$ cat src/rtl/sipo_deserializer.sv
// -----------------------------------------------------------------------------
// sipo_deserializer
//   Serial-in parallel-out receiver (far end of the parallel-to-serial link).
//   Samples one bit per qualified strobe, assembles WIDTH-bit words and
//   presents each completed word through a one-word holding register on a
//   valid/ready port. A word that completes while the holding register is
//   full and not being drained is dropped and raises a sticky overrun flag.
//
// Ports
//   clk          rising-edge clock
//   rst          synchronous active-high reset
//   serial_in    serial data bit
//   shift        bit strobe (sampled when mode_select=0)
//   mode_select  1 = receiver paused (shift ignored, partial word held)
//   clear        aborts the partial word and clears overrun
//   data_out     assembled word, stable while data_valid=1
//   data_valid   completed word available
//   data_ready   consumer accepts on data_valid && data_ready
//   busy         partial word in progress (bit_cnt != 0)
//   bit_cnt      bits received for the current word
//   overrun      sticky: a completed word was dropped
// -----------------------------------------------------------------------------
module sipo_deserializer #(
    parameter int WIDTH     = 8,
    parameter int LSB_FIRST = 1
) (
    input  logic                     clk,
    input  logic                     rst,
    input  logic                     serial_in,
    input  logic                     shift,
    input  logic                     mode_select,
    input  logic                     clear,
    output logic [WIDTH-1:0]         data_out,
    output logic                     data_valid,
    input  logic                     data_ready,
    output logic                     busy,
    output logic [$clog2(WIDTH):0]   bit_cnt,
    output logic                     overrun
);

    localparam int CNT_W = $clog2(WIDTH) + 1;
    localparam logic [CNT_W-1:0] LAST_BIT = CNT_W'(WIDTH - 1);

    typedef enum logic {
        EMPTY = 1'b0,
        FULL  = 1'b1
    } state_t;

    state_t           state;
    state_t           state_nxt;
    logic [WIDTH-1:0] shift_reg;
    logic [WIDTH-1:0] shift_nxt;
    logic             capture;
    logic             complete;
    logic             load;
    logic             drop;

    // clear has priority over a same-cycle strobe, so it also blocks capture.
    assign capture  = shift && !mode_select && !clear;
    assign complete = capture && (bit_cnt == LAST_BIT);

    // Shift register contents including the bit being captured this edge;
    // on a completing edge this is the full word offered to the holding reg.
    always_comb begin
        if (LSB_FIRST != 0) begin
            shift_nxt = {serial_in, shift_reg[WIDTH-1:1]};
        end else begin
            shift_nxt = {shift_reg[WIDTH-2:0], serial_in};
        end
    end

    always_ff @(posedge clk) begin
        if (rst) begin
            shift_reg <= '0;
            bit_cnt   <= '0;
        end else if (clear) begin
            shift_reg <= '0;
            bit_cnt   <= '0;
        end else if (capture) begin
            shift_reg <= shift_nxt;
            bit_cnt   <= complete ? '0 : bit_cnt + CNT_W'(1);
        end
    end

    // Holding register FSM: state register.
    always_ff @(posedge clk) begin
        if (rst) begin
            state <= EMPTY;
        end else begin
            state <= state_nxt;
        end
    end

    // Holding register FSM: next state. A completion on the same edge as a
    // transfer refills the register, so the FSM stays FULL without a gap.
    always_comb begin
        state_nxt = state;
        load      = 1'b0;
        drop      = 1'b0;
        case (state)
            EMPTY: begin
                if (complete) begin
                    state_nxt = FULL;
                    load      = 1'b1;
                end
            end
            FULL: begin
                if (complete) begin
                    if (data_ready) begin
                        load = 1'b1;
                    end else begin
                        drop = 1'b1;
                    end
                end else if (data_ready) begin
                    state_nxt = EMPTY;
                end
            end
            default: state_nxt = EMPTY;
        endcase
    end

    always_ff @(posedge clk) begin
        if (rst) begin
            data_out <= '0;
        end else if (load) begin
            data_out <= shift_nxt;
        end
    end

    // clear and drop cannot coincide: clear suppresses completion.
    always_ff @(posedge clk) begin
        if (rst) begin
            overrun <= 1'b0;
        end else if (clear) begin
            overrun <= 1'b0;
        end else if (drop) begin
            overrun <= 1'b1;
        end
    end

    assign data_valid = (state == FULL);
    assign busy       = (bit_cnt != '0);

endmodule

$ cat config.mk
export PLATFORM = sky130hd
export DESIGN_NAME = sipo_deserializer
export DESIGN_NICKNAME = d
export VERILOG_FILES = /design/src/rtl/sipo_deserializer.sv
export SDC_FILE = /design/constraint.sdc
export NUM_CORES = 1
export LEC_CHECK = 0
export CAP_MARGIN = 25
export CORE_MARGIN = 4
export CORE_UTILIZATION = 45
export DETAILED_ROUTE_END_ITERATION = 12
export DONT_BUFFER_PORTS = 1
export MAX_ROUTING_LAYER = met4
export SKIP_LAST_GASP = 1
export SYNTH_ARGS = -nofsm -noshare
export SYNTH_HDL_FRONTEND = slang
export SYNTH_SLANG_ARGS = --single-unit
$ cat constraint.sdc
create_clock -name clk -period 3 [get_ports clk]
set_input_delay 0.6 -clock clk [delete_from_list [all_inputs] [get_ports clk]]
set_output_delay 0.6 -clock clk [all_outputs]
set_load 0.01 [all_outputs]
# Word level (Yosys, flattened, before mapping)
# Index checks and enable logic that the tools add are counted.
# totals
ff_bits,22
latch_bits,0
mem_bits_rw,0
mem_bits_ro,0
inputBits,7
output_inout_bits,15
word_cells,25
memories,0
# classes
addsub,1
mul,0
n_div,0
n_lt_le_gt_ge,0
n_eq_ne,1
n_shift,0
n_mux,10
bitwise,1
reduce_logical,7
# op_table
op,count
$mux 1,7
$add 4x1->4 const B,1
$eq 4x3->1 const B,1
$mux 4,1
$pmux 1 s2,2
$reduce_bool 4->1,1
$logic_and 1x1->1,3
$logic_not 1->1,2
$reduce_or 2->1,1
$not 1->1,1

# Depth between registers and ports, before layout
# logic_depth
ltp_word,6
mapped_depth,5
ltp_nobuf,4

# Worst setup path after synthesis
# No wires, ideal clock.
# synth_path
path_type,input to register
start,input port clear
end,register data_out[0]
setup_ps,72
arrival_ps,1460
required_time_ps,2928
setup_slack_ps,1468
cell_stages,4
path_buffers,1
path_cell_list,or3b_4 nor3b_2 buf_6 mux2i_1
# synth_between
elab_chain_len,5
word_cells_on_any_way,6
cone_classes,3 x mux; 3 x reduce/logical
# synth_rtl
element,line,text
start: declaration,32,"input logic clear,"
$logic_not 1->1 (*),59,assign capture = shift && !mode_select && !clear;
$logic_and 1x1->1 (*),59,
$logic_and 1x1->1 (*),60,assign complete = capture && (bit_cnt == LAST_BIT);
"$mux 1, on equally long branches","108, 102",
$pmux 1 s2 (*),100,case (state)
end signal: assignment,126,data_out <= shift_nxt;
end: declaration,33,"output logic [WIDTH-1:0] data_out,"
# Mark *: on every way between the ends. The rest lies on a longest branch, timed or not.
# A chain may end at the register's enable or synchronous reset.

# Final worst setup path
# layout_path
start,register bit_cnt[2]
end,register data_out[3]
# layout_between
elab_chain_len,4
word_cells_on_any_way,5
cone_classes,1 x eq/ne; 3 x mux; 1 x reduce/logical
# layout_rtl
element,line,text
start: declaration,37,"output logic [$clog2(WIDTH):0] bit_cnt,"
start signal: assignment,81,bit_cnt <= complete ? '0 : bit_cnt + CNT_W'(1);
$eq 4x3->1 (*),60,
$logic_and 1x1->1 (*),60,
"$mux 1, on equally long branches","108, 102",
$pmux 1 s2 (*),100,
# Marked as above.

==> flow_metrics.env <==
export IMPL_die_area_um2=2790
export IMPL_grt_usage_pct=12.7
export IMPL_yosys_top_cells_area="dfxtp_1, nand2b_1, mux2i_1, nand2_1, a21oi_1"
export IMPL_crit_path_end_kind="flop"
export IMPL_setup_viol=0
export IMPL_cts_hold_buf=0
export IMPL_clock_skew_ns=0.00329
export IMPL_root_buffer="clkbuf_4"
export IMPL_yosysTopAreaCellShare_pct=46.5
export IMPL_area_growth_pct=3.18
export IMPL_switching_share_pct=21.3
export IMPL_die_h_um=52.8
export IMPL_clock_fmax_mhz=533
export IMPL_final_nets=111
export IMPL_synth_nets=112
export IMPL_slew_headroom_pct=47.5
export IMPL_postCtsSetupBuffers=0
export IMPL_hold_path_class="input pin to flop"
export IMPL_largest_reg_flops=8
export IMPL_slowest_delay_ns=0.65
export IMPL_io_pins=22
export IMPL_diodes=0
export IMPL_dp_cells=122
export IMPL_synthDistinctLibCells=20
export IMPL_grt_pass1_wl_um=2550
export IMPL_finalCritPeriodShare_pct=62.6
export IMPL_synth_area_per_cell_um2=8.78
export IMPL_holdPathEnd="data_valid"
export IMPL_synthCells=103
export IMPL_synth_area_leader_cell="dfxtp_1"
export IMPL_critical_path_class="flop to flop"
export IMPL_critPathSlowestCell="nor3b_2"
export IMPL_netlist_area_um2=905
export IMPL_clkLatencyLatePin_ns=0.29
export IMPL_async_flop_share_pct=0
export IMPL_core_um2=1820
export IMPL_ys_seq_area_share_pct=46.5
export IMPL_drc=0
export IMPL_wirelength_um=1570
export IMPL_synth_edf_count=0
export IMPL_ctsHtreeMaxLevel=1
export IMPL_maxCapViolCount=0
export IMPL_drtIter0Drc=1
export IMPL_p_per_area_nw_per_um2=457
export IMPL_combPwrFrac_pct=3.4
export IMPL_start_util_pct=49.7
export IMPL_min_path_cells=1
export IMPL_tightest_slew_ns=0.784
export IMPL_regToRegStartpoint="bit_cnt[2]"
export IMPL_antenna_found_initial=0
export IMPL_seqPwrFrac_pct=65.9
export IMPL_postRouteAntennaNets=0
export IMPL_viasPerCell=4.89
export IMPL_tns_ns=0
export IMPL_ys_warn_count=0
export IMPL_ys_flop_type="dfxtp_1"
export IMPL_clkSinkCount=21
export IMPL_die_w_um=52.8
export IMPL_clkTransAtPathRegs_ns=0.11
export IMPL_rsz0062_at_grt="false"
export IMPL_num_vias=616
export IMPL_hpwl_um=1190
export IMPL_r2r_setup_slack_ns=1.12
export IMPL_place_congestion=0.703
export IMPL_std_cell_rows=15
export IMPL_report_final_slew_viol_count=0
export IMPL_port_buffers=0
export IMPL_critPathLaunch="bit_cnt[2]"
export IMPL_power_switching_uw=91.0
export IMPL_cts_resized=0
export IMPL_cp_required_ns=3.23
export IMPL_cp_start_kind="flop"
export IMPL_worstPathCellList="or3b_4, nor3b_2, mux2i_1"
export IMPL_drive_gt1_share_pct=5.94
export IMPL_hp_start="rst"
export IMPL_gr_total_overflow=0
export IMPL_status="complete, no violations"
export IMPL_finalNonFillerCells=126
export IMPL_hold_violations=0
export IMPL_dr_pass1_iters=2
export IMPL_intPower_uw=335
export IMPL_rr_worst_depth=3
export IMPL_p_leak_nw=0.289
export IMPL_r2r_end="data_out[3]"
export IMPL_pwr_share_clk_pct=30.7
export IMPL_critical_path_peak_fanout=8
export IMPL_grt_pass1_vias=590
export IMPL_routedWlPerCell_um=12.5
export IMPL_cts_buffer_depth=2
export IMPL_cts_buffers=3
export IMPL_arrival_ns=2.11
export IMPL_period_needed_ns=1.88
export IMPL_peakVddDrop_mv=0.226
export IMPL_cts_tree="built"
export IMPL_ys_ff_latch=21
export IMPL_grt_max_degree=20
==> routing by layer <==
layer  global-route usage (%)  up-vias  routed length (um)
li1                         -      329                   -
met1                     15.3      273                 767
met2                     20.0       12                 688
met3                     3.42        2                 104
met4                     5.11        0                  14
met5                        -        -                   0
==> synth_stat cells (2+ instances only) <==
library cell	number
inv_1	2
o21ai_0	2
clkbuf_1	5
nor2_1	3
a21oi_1	11
nand2b_1	18
nand2_1	20
ha_1	2
mux2i_1	8
or2_1	2
dfxtp_1	21
==> power groups by stage <==
| stage | Combinational, mW | Sequential, mW | Clock, mW |
|---|---|---|---|
| 2_1_floorplan | 0.0153 | 0.287 | 0 |
| 3_3_place_gp | 0.0147 | 0.287 | 0 |
| 3_5_place_dp | 0.0147 | 0.287 | 0 |
| 4_1_cts | 0.0147 | 0.281 | 0.139 |
| 5_1_grt | 0.0161 | 0.281 | 0.146 |
| 6_report | 0.0145 | 0.281 | 0.131 |
==> critical path: cells and delay by family, from the launching register on <==
kind	cells	cell delay [ns]
and+or+nand+nor	2	1.07
DFF	1	0.48
muxes	1	0.26
==> cell usage in the layout (no fill, tap or decap), drive strengths merged, types with 2 or more instances in the layout <==
cell type  instances
or2                2
o21ai              2
ha                 2
nand2b            18
dfxtp             21
mux2i              8
clkbuf             3
nor2               3
inv                2
nand2             20
a21oi             11
==> final cells by class <==
class	count	area, um2
multi-input combinational	74	447
inverter	2	7.51
tap	25	31.3
clock buffer	3	22.5
clock inverter	1	5.00
fill	191	887
sequential	21	420
==> through the flow <==
stage / instance area (um2) / util (%) / setup WS [ns] / hold WS, ns / power, mW
5_1_grt: 933 / 51.3 / 0.978 / 0.349 / 0.443
4_1_cts: 933 / 51.3 / 1.07 / 0.350 / 0.435
3_5_place_dp: 906 / 49.8 / 1.03 / 0.459 / 0.302
3_3_place_gp: 906 / 49.8 / 1.03 / 0.450 / 0.302
6_report: 933 / 51.3 / 1.12 / 0.359 / 0.426
2_1_floorplan: 905 / - / 1.47 / 0.437 / 0.302
==> how the worst max path moves through the flow <==
stage,end
after floorplan,data_out[0]
after global placement,data_out[3]
after detailed placement,data_out[5]
after CTS,data_out[7]
after global routing,data_out[4]
final,data_out[3]
==> logic make-up (layout without fill, tap and decap cells) <==
family,Yosys count,after routing,share of synthesized area [%]
mux,8,8,8.85
fa+ha+maj,2,2,2.77
compound gates,14,14,8.02
simple gates,49,49,28.8
xor+xnor,1,1,0.968
flops,21,21,46.5
buf+inv,8,6,4.15
Note: power is estimated with default switching activity, not from simulation.
